**src/rtl/gemm_stream_adapter.sv**
```systemverilog
// Streaming front/back end for the GEMM butterfly engine. Four complex SFP samples are
// packed into one issue; the results are captured after GEMM_LAT cycles and serialised back out.
module gemm_stream_adapter #(
    parameter int EXP_WIDTH = 4,
    parameter int SIG_WIDTH = 4,
    parameter int FMT_WIDTH = 1 + EXP_WIDTH + SIG_WIDTH,
    parameter int GEMM_LAT  = 4,
    parameter int RES_DEPTH = 2
) (
    input  logic                   clk,
    input  logic                   rst,
    input  logic                   mode,
    input  logic                   in_valid,
    output logic                   in_ready,
    input  logic [FMT_WIDTH-1:0]   in_real,
    input  logic [FMT_WIDTH-1:0]   in_imag,
    output logic                   gemm_start,
    output logic                   gemm_control,
    output logic [4*FMT_WIDTH-1:0] gemm_in_real,
    output logic [4*FMT_WIDTH-1:0] gemm_in_imag,
    input  logic [4*FMT_WIDTH-1:0] gemm_out_real,
    input  logic [4*FMT_WIDTH-1:0] gemm_out_imag,
    output logic                   out_valid,
    input  logic                   out_ready,
    output logic [FMT_WIDTH-1:0]   out_real,
    output logic [FMT_WIDTH-1:0]   out_imag,
    output logic                   out_last,
    output logic                   busy
);

    localparam int PW = (RES_DEPTH > 1) ? $clog2(RES_DEPTH) : 1;
    localparam int CW = $clog2(RES_DEPTH + 1);
    localparam logic [CW:0] DEPTH_C = (CW + 1)'(RES_DEPTH);

    logic [2:0]           r_fill;
    logic                 r_control;
    logic [FMT_WIDTH-1:0] r_lane_real [4];
    logic [FMT_WIDTH-1:0] r_lane_imag [4];
    logic [GEMM_LAT-1:0]  r_iss_vld_p;
    logic [CW-1:0]        r_inflight;
    logic [CW-1:0]        r_res_count;
    logic [PW-1:0]        r_wr_ptr;
    logic [PW-1:0]        r_rd_ptr;
    logic [1:0]           r_lane_ptr;
    logic [FMT_WIDTH-1:0] r_buf_real [RES_DEPTH][4];
    logic [FMT_WIDTH-1:0] r_buf_imag [RES_DEPTH][4];

    logic       w_accept;
    logic       w_credit_ok;
    logic       w_issue;
    logic       w_capture;
    logic       w_out_fire;
    logic       w_pop;
    logic [1:0] w_wr_lane;

    function automatic logic [PW-1:0] ptr_next(input logic [PW-1:0] p);
        return (p == PW'(RES_DEPTH - 1)) ? '0 : p + 1'b1;
    endfunction

    assign in_ready    = (r_fill < 3'd4);
    assign w_accept    = in_valid & in_ready;
    // Credit counts groups already buffered plus groups still inside GEMM; a same-cycle pop is not credited.
    assign w_credit_ok = ({1'b0, r_res_count} + {1'b0, r_inflight}) < DEPTH_C;
    assign w_issue     = (r_fill == 3'd4) && w_credit_ok;
    assign w_capture   = r_iss_vld_p[GEMM_LAT-1];
    assign out_valid   = (r_res_count != '0);
    assign w_out_fire  = out_valid & out_ready;
    assign w_pop       = w_out_fire & (r_lane_ptr == 2'd0);
    assign w_wr_lane   = ~r_fill[1:0];

    assign gemm_start   = w_issue;
    assign gemm_control = r_control;
    assign gemm_in_real = {r_lane_real[3], r_lane_real[2], r_lane_real[1], r_lane_real[0]};
    assign gemm_in_imag = {r_lane_imag[3], r_lane_imag[2], r_lane_imag[1], r_lane_imag[0]};

    assign out_real = out_valid ? r_buf_real[r_rd_ptr][r_lane_ptr] : '0;
    assign out_imag = out_valid ? r_buf_imag[r_rd_ptr][r_lane_ptr] : '0;
    assign out_last = out_valid & (r_lane_ptr == 2'd0);
    assign busy     = (r_fill != 3'd0) | (r_inflight != '0) | (r_res_count != '0);

    always_ff @(posedge clk or negedge rst) begin
        if (!rst) begin
            r_fill      <= '0;
            r_control   <= 1'b0;
            r_iss_vld_p <= '0;
            r_inflight  <= '0;
            r_res_count <= '0;
            r_wr_ptr    <= '0;
            r_rd_ptr    <= '0;
            r_lane_ptr  <= 2'd3;
            for (int i = 0; i < 4; i++) begin
                r_lane_real[i] <= '0;
                r_lane_imag[i] <= '0;
            end
        end else begin
            // Assembly: k-th accepted sample lands in lane 3-k.
            if (w_accept) begin
                r_lane_real[w_wr_lane] <= in_real;
                r_lane_imag[w_wr_lane] <= in_imag;
                if (r_fill == 3'd0) begin
                    r_control <= mode;
                end
            end
            if (w_issue) begin
                r_fill <= '0;
            end else if (w_accept) begin
                r_fill <= r_fill + 1'b1;
            end

            // Issue tracking across the fixed GEMM latency.
            r_iss_vld_p[0] <= w_issue;
            for (int i = 1; i < GEMM_LAT; i++) begin
                r_iss_vld_p[i] <= r_iss_vld_p[i-1];
            end
            case ({w_issue, w_capture})
                2'b10:   r_inflight <= r_inflight + 1'b1;
                2'b01:   r_inflight <= r_inflight - 1'b1;
                default: r_inflight <= r_inflight;
            endcase

            // Result buffer bookkeeping and serialisation.
            case ({w_capture, w_pop})
                2'b10:   r_res_count <= r_res_count + 1'b1;
                2'b01:   r_res_count <= r_res_count - 1'b1;
                default: r_res_count <= r_res_count;
            endcase
            if (w_capture) begin
                r_wr_ptr <= ptr_next(r_wr_ptr);
            end
            if (w_pop) begin
                r_rd_ptr <= ptr_next(r_rd_ptr);
            end
            if (w_out_fire) begin
                r_lane_ptr <= r_lane_ptr - 1'b1;
            end
        end
    end

    always_ff @(posedge clk) begin
        if (w_capture) begin
            for (int i = 0; i < 4; i++) begin
                r_buf_real[r_wr_ptr][i] <= gemm_out_real[i*FMT_WIDTH +: FMT_WIDTH];
                r_buf_imag[r_wr_ptr][i] <= gemm_out_imag[i*FMT_WIDTH +: FMT_WIDTH];
            end
        end
    end

    a_no_overflow: assert property (@(posedge clk) disable iff (!rst)
        !(w_capture && (r_res_count == DEPTH_C[CW-1:0])));

endmodule

```
**config.mk**
```make
export PLATFORM = sky130hd
export DESIGN_NAME = gemm_stream_adapter
export DESIGN_NICKNAME = d
export VERILOG_FILES = /design/src/rtl/gemm_stream_adapter.sv
export SDC_FILE = /design/constraint.sdc
export NUM_CORES = 1
export LEC_CHECK = 0
export CORE_AREA = 2 2 163 133
export DETAILED_ROUTE_END_ITERATION = 10
export DIE_AREA = 0 0 165 135
export HOLD_SLACK_MARGIN = 0.03
export PLACE_DENSITY = 0.75
export RECOVER_POWER = 50
export SLEW_MARGIN = 0
export SYNTH_ARGS = -nofsm -noshare
export SYNTH_HDL_FRONTEND = slang
export SYNTH_SLANG_ARGS = --single-unit
```
**constraint.sdc**
```tcl
create_clock -name clk -period 3.82 [get_ports clk]
set_input_delay 0.764 -clock clk [delete_from_list [all_inputs] [get_ports clk]]
set_output_delay 0.764 -clock clk [all_outputs]
set_load 0.005 [all_outputs]
```
==> qor.yml <==
drt:
  vias: 5183
  drtAntennaViolNets: 0
  firstDrtPassIters: 4
  post_drt_wl_per_cell_um: 19.8
  vias_per_cell: 5.10
  dr.first_iter.drc_count: 305
  totalWireLength_um: 20200
  drc: 0
logic_synthesis:
  synth_mux_area_share_pct: 17.0
  synth_edf_count: 144
  synthAdderAreaFrac_pct: 1.15
  synth_top_area_share_pct: 46.4
  synth_top_family_by_area: "multiplexers"
  yosys.area_share.simple_pct: 4.31
  ys_seq_elements: 232
  syn_inst: 524
  synth_compound_area_share_pct: 4.32
  synthFlopType: "edfxtp_1"
  ys_seq_area_share_pct: 70.0
  synthTopCellsByArea: "edfxtp_1, dfrtp_1, mux2_2"
  syn_area_mm2: 0.00932
  synth.avg_cell_area_um2: 17.8
  syn-num-nets: 627
  yosysUniqueCellTypes: 35
  yosys_warnings: 0
  synth-xor-area-share_pct: 0.940
  yosys.area.top_type: "edfxtp_1"
  synthArstFlopShare_pct: 37.9
run:
  drv_cap: 2
clocking:
  clk-insertion-delay-late_ns: 0.51
  cts_sinks: 232
  cts_buffer_depth: 3
  cts_resized: 0
  cts_hold_buf: 0
  cts_tree: "done"
  cts_inserted_buffers: 24
  root_buffer: "clkbuf_16"
  h-tree-depth: 1
  clk_pin_slew_ns: 0.06
  cts_setup_buffers: 0
pwr:
  clkPwrFrac_pct: 23.8
  power_density_mw_per_mm2: 798
  power_frac_comb_pct: 37.1
  power.switching_uw: 2810
  p_int_uw: 6950
  p_seq_share_pct: 39.1
  ir_drop_mv: 0.455
  p_leak_uw: 0.00459
  swShare_pct: 28.8
floorplan:
  dieArea_mm2: 0.0223
  die-width_um: 165
  chipHeight_um: 135
  rows: 47
  ios: 191
  start_util_pct: 45.4
  core_area_mm2: 0.0205
placed_design:
  gp_congestion: 0.819
  dp_hpwl_um: 13200
  port_buffers: 190
setup_path:
  cpPeakStageDelay_ns: 0.57
  slowest_stage: "dfstp_2"
  worstPathMaxFanout: 12
  path_delay_family: "buffers and inverters"
  crit_buf_inv: 2
  critPathArrivalTime_ns: 2.82
  startpoint_type: "flip-flop"
  crit_cells: 5
  path_cells: "nand2b_1 -> buf_4 -> o22ai_1 -> nor3_1 -> clkdlybuf4s50_1"
  cp-end-kind: "output port"
  worstRegToRegCells: 8
  crit_required_ns: 3.06
  crit_type: "reg2out"
global_route:
  grt_first_pass_wirelength_um: 31200
  antenna_found_initial: 6
  track_usage_pct: 18.2
  grt_max_degree: 74
  overflow: 0
  grt_pass1_vias: 5640
timing:
  finalCriticalPeriod_ns: 3.58
  finalSetupTns_ns: 0
  worstMarginPinSlew_ns: 1.78
  skew_ns: 0.0142
  period_share_pct: 93.8
  max_slew_margin_pct: -18.8
  drv_slew: 147
  rsz0062_at_grt: "no"
  fmax_mhz: 279
  setup_viol: 0
  finalHoldViolCount: 0
worst_hold_path:
  hold_depth: 0
  hp-class: "reg2reg"
outcome:
  violations: "max-capacitance violations, max-slew violations"
  status: "complete, but fails checks"
final_layout:
  area_delta_synth_final_pct: 31.2
  utilization_pct: 59.6
  final_layout_size_suffix_gt1_share_pct: 25.4
  fin_nets: 827
-- registers in the layout, indices dropped and copies added, names as in the netlist, 2 cells and up --
register,count
gemm_in_real,36
r_lane_ptr,2
r_res_count,2
r_fill,3
r_buf_real,72
r_inflight,2
r_iss_vld_p,4
r_buf_imag,72
gemm_in_imag,36
-- layout make-up --
cell class	count	area, µm²
antenna	7	17.5
clock buffer	31	637
inverter	7	26.3
multi-input combinational	262	2590
fill	1517	8290
tap	269	337
clock inverter	12	146
sequential	232	6530
timing repair buffer	197	1950
-- cells in the final DEF, fill, tap and decap left out, types with 2 or more instances in the layout --
cell type and instances:
edfxtp_1 144, xor2_1 4, dlygate4sd3_1 73, mux2_4 39, nor3_1 18, nand2_1 2
a211oi_1 8, nor2b_1 18, mux2_2 88, nand2b_1 3, clkbuf_1 7, xnor2_1 6
clkbuf_16 24, clkinv_2 2, and2_1 2, buf_4 6, o22ai_1 18, clkinv_1 4
a211oi_2 10, nor2_1 5, o21ai_0 19, diode_2 7, dfrtp_1 85, dfstp_2 2
inv_1 7, ha_1 7, nand2_8 4, bufinv_16 3, clkdlybuf4s50_1 116
-- metal layers --
layer | global-route usage [%] | share of wire (%)
met5 | 0 | 0.12
met4 | 4.69 | 2.3
met3 | 7.19 | 10
met2 | 29.1 | 45
met1 | 23.4 | 43
-- stage by stage --
step | instances | area (µm²) | setup WS [ns] | hold slack [ns] | total power, µW
after global placement | 967 | 11400 | 0.817 | 0.333 | 7420
after global routing | 1014 | 12200 | 0.0619 | 0.353 | 10300
final | 1017 | 12200 | 0.236 | 0.333 | 9760
after CTS | 1010 | 12200 | 0.216 | 0.340 | 9890
after detailed placement | 967 | 11400 | 0.745 | 0.341 | 7520
after floorplan | 524 | 9320 | 1.06 | 0.331 | 5740
-- Yosys cell counts, types with 2 or more instances --
master      n
a211oi_2   10
o22ai_1    18
nand2b_1    3
dfrtp_1    86
mux2_2     88
o21ai_0    19
buf_2       5
dfstp_2     2
nand2_1     2
edfxtp_1  144
a211oi_1    8
nor2_1      5
clkbuf_1    3
nor3_1     18
buf_4       9
and2_1      3
xor2_1      4
mux2_4     39
buf_6       5
xnor2_1     6
nor2b_1    18
inv_1       7
ha_1        7
nand2_8     4
-- cell families after synthesis --
group	after synthesis
AO/OA/AOI/OAI	57
XOR/XNOR	10
adder cells (fa/ha/maj)	8
buffers and inverters	30
flip-flops	232
multiplexers	128
AND/OR/NAND/NOR	59
-- worst paths after layout --
check | startpoint | to | slack, ns
setup / recovery | r_lane_ptr[0]$_DFFE_PN1P_ | out_real[5] | 0.24
hold / removal | r_iss_vld_p[1]$_DFF_PN0_ | r_iss_vld_p[2]$_DFF_PN0_ | 0.33
setup reg to reg | r_inflight[0]$_DFFE_PN0P_ | r_inflight[1]$_DFFE_PN0P_ | 1.41
hold reg to reg | r_iss_vld_p[1]$_DFF_PN0_ | r_iss_vld_p[2]$_DFF_PN0_ | 0.33
max in group asynchronous | rst | gemm_in_real[15]$_DFFE_PN0P_ | 1.56
min in group asynchronous | rst | gemm_in_imag[10]$_DFFE_PN0P_ | 0.74
-- power by group through the flow --
stage                     combinational, µW  sequential, µW  clock, µW
final                                  3630            3820       2320
after global routing                   3930            3900       2460
after CTS                              3700            3820       2370
after detailed placement               3670            3840          0
after global placement                 3610            3810          0
after floorplan                        1980            3760          0
No activity file was read; power rests on OpenSTA's default activity.
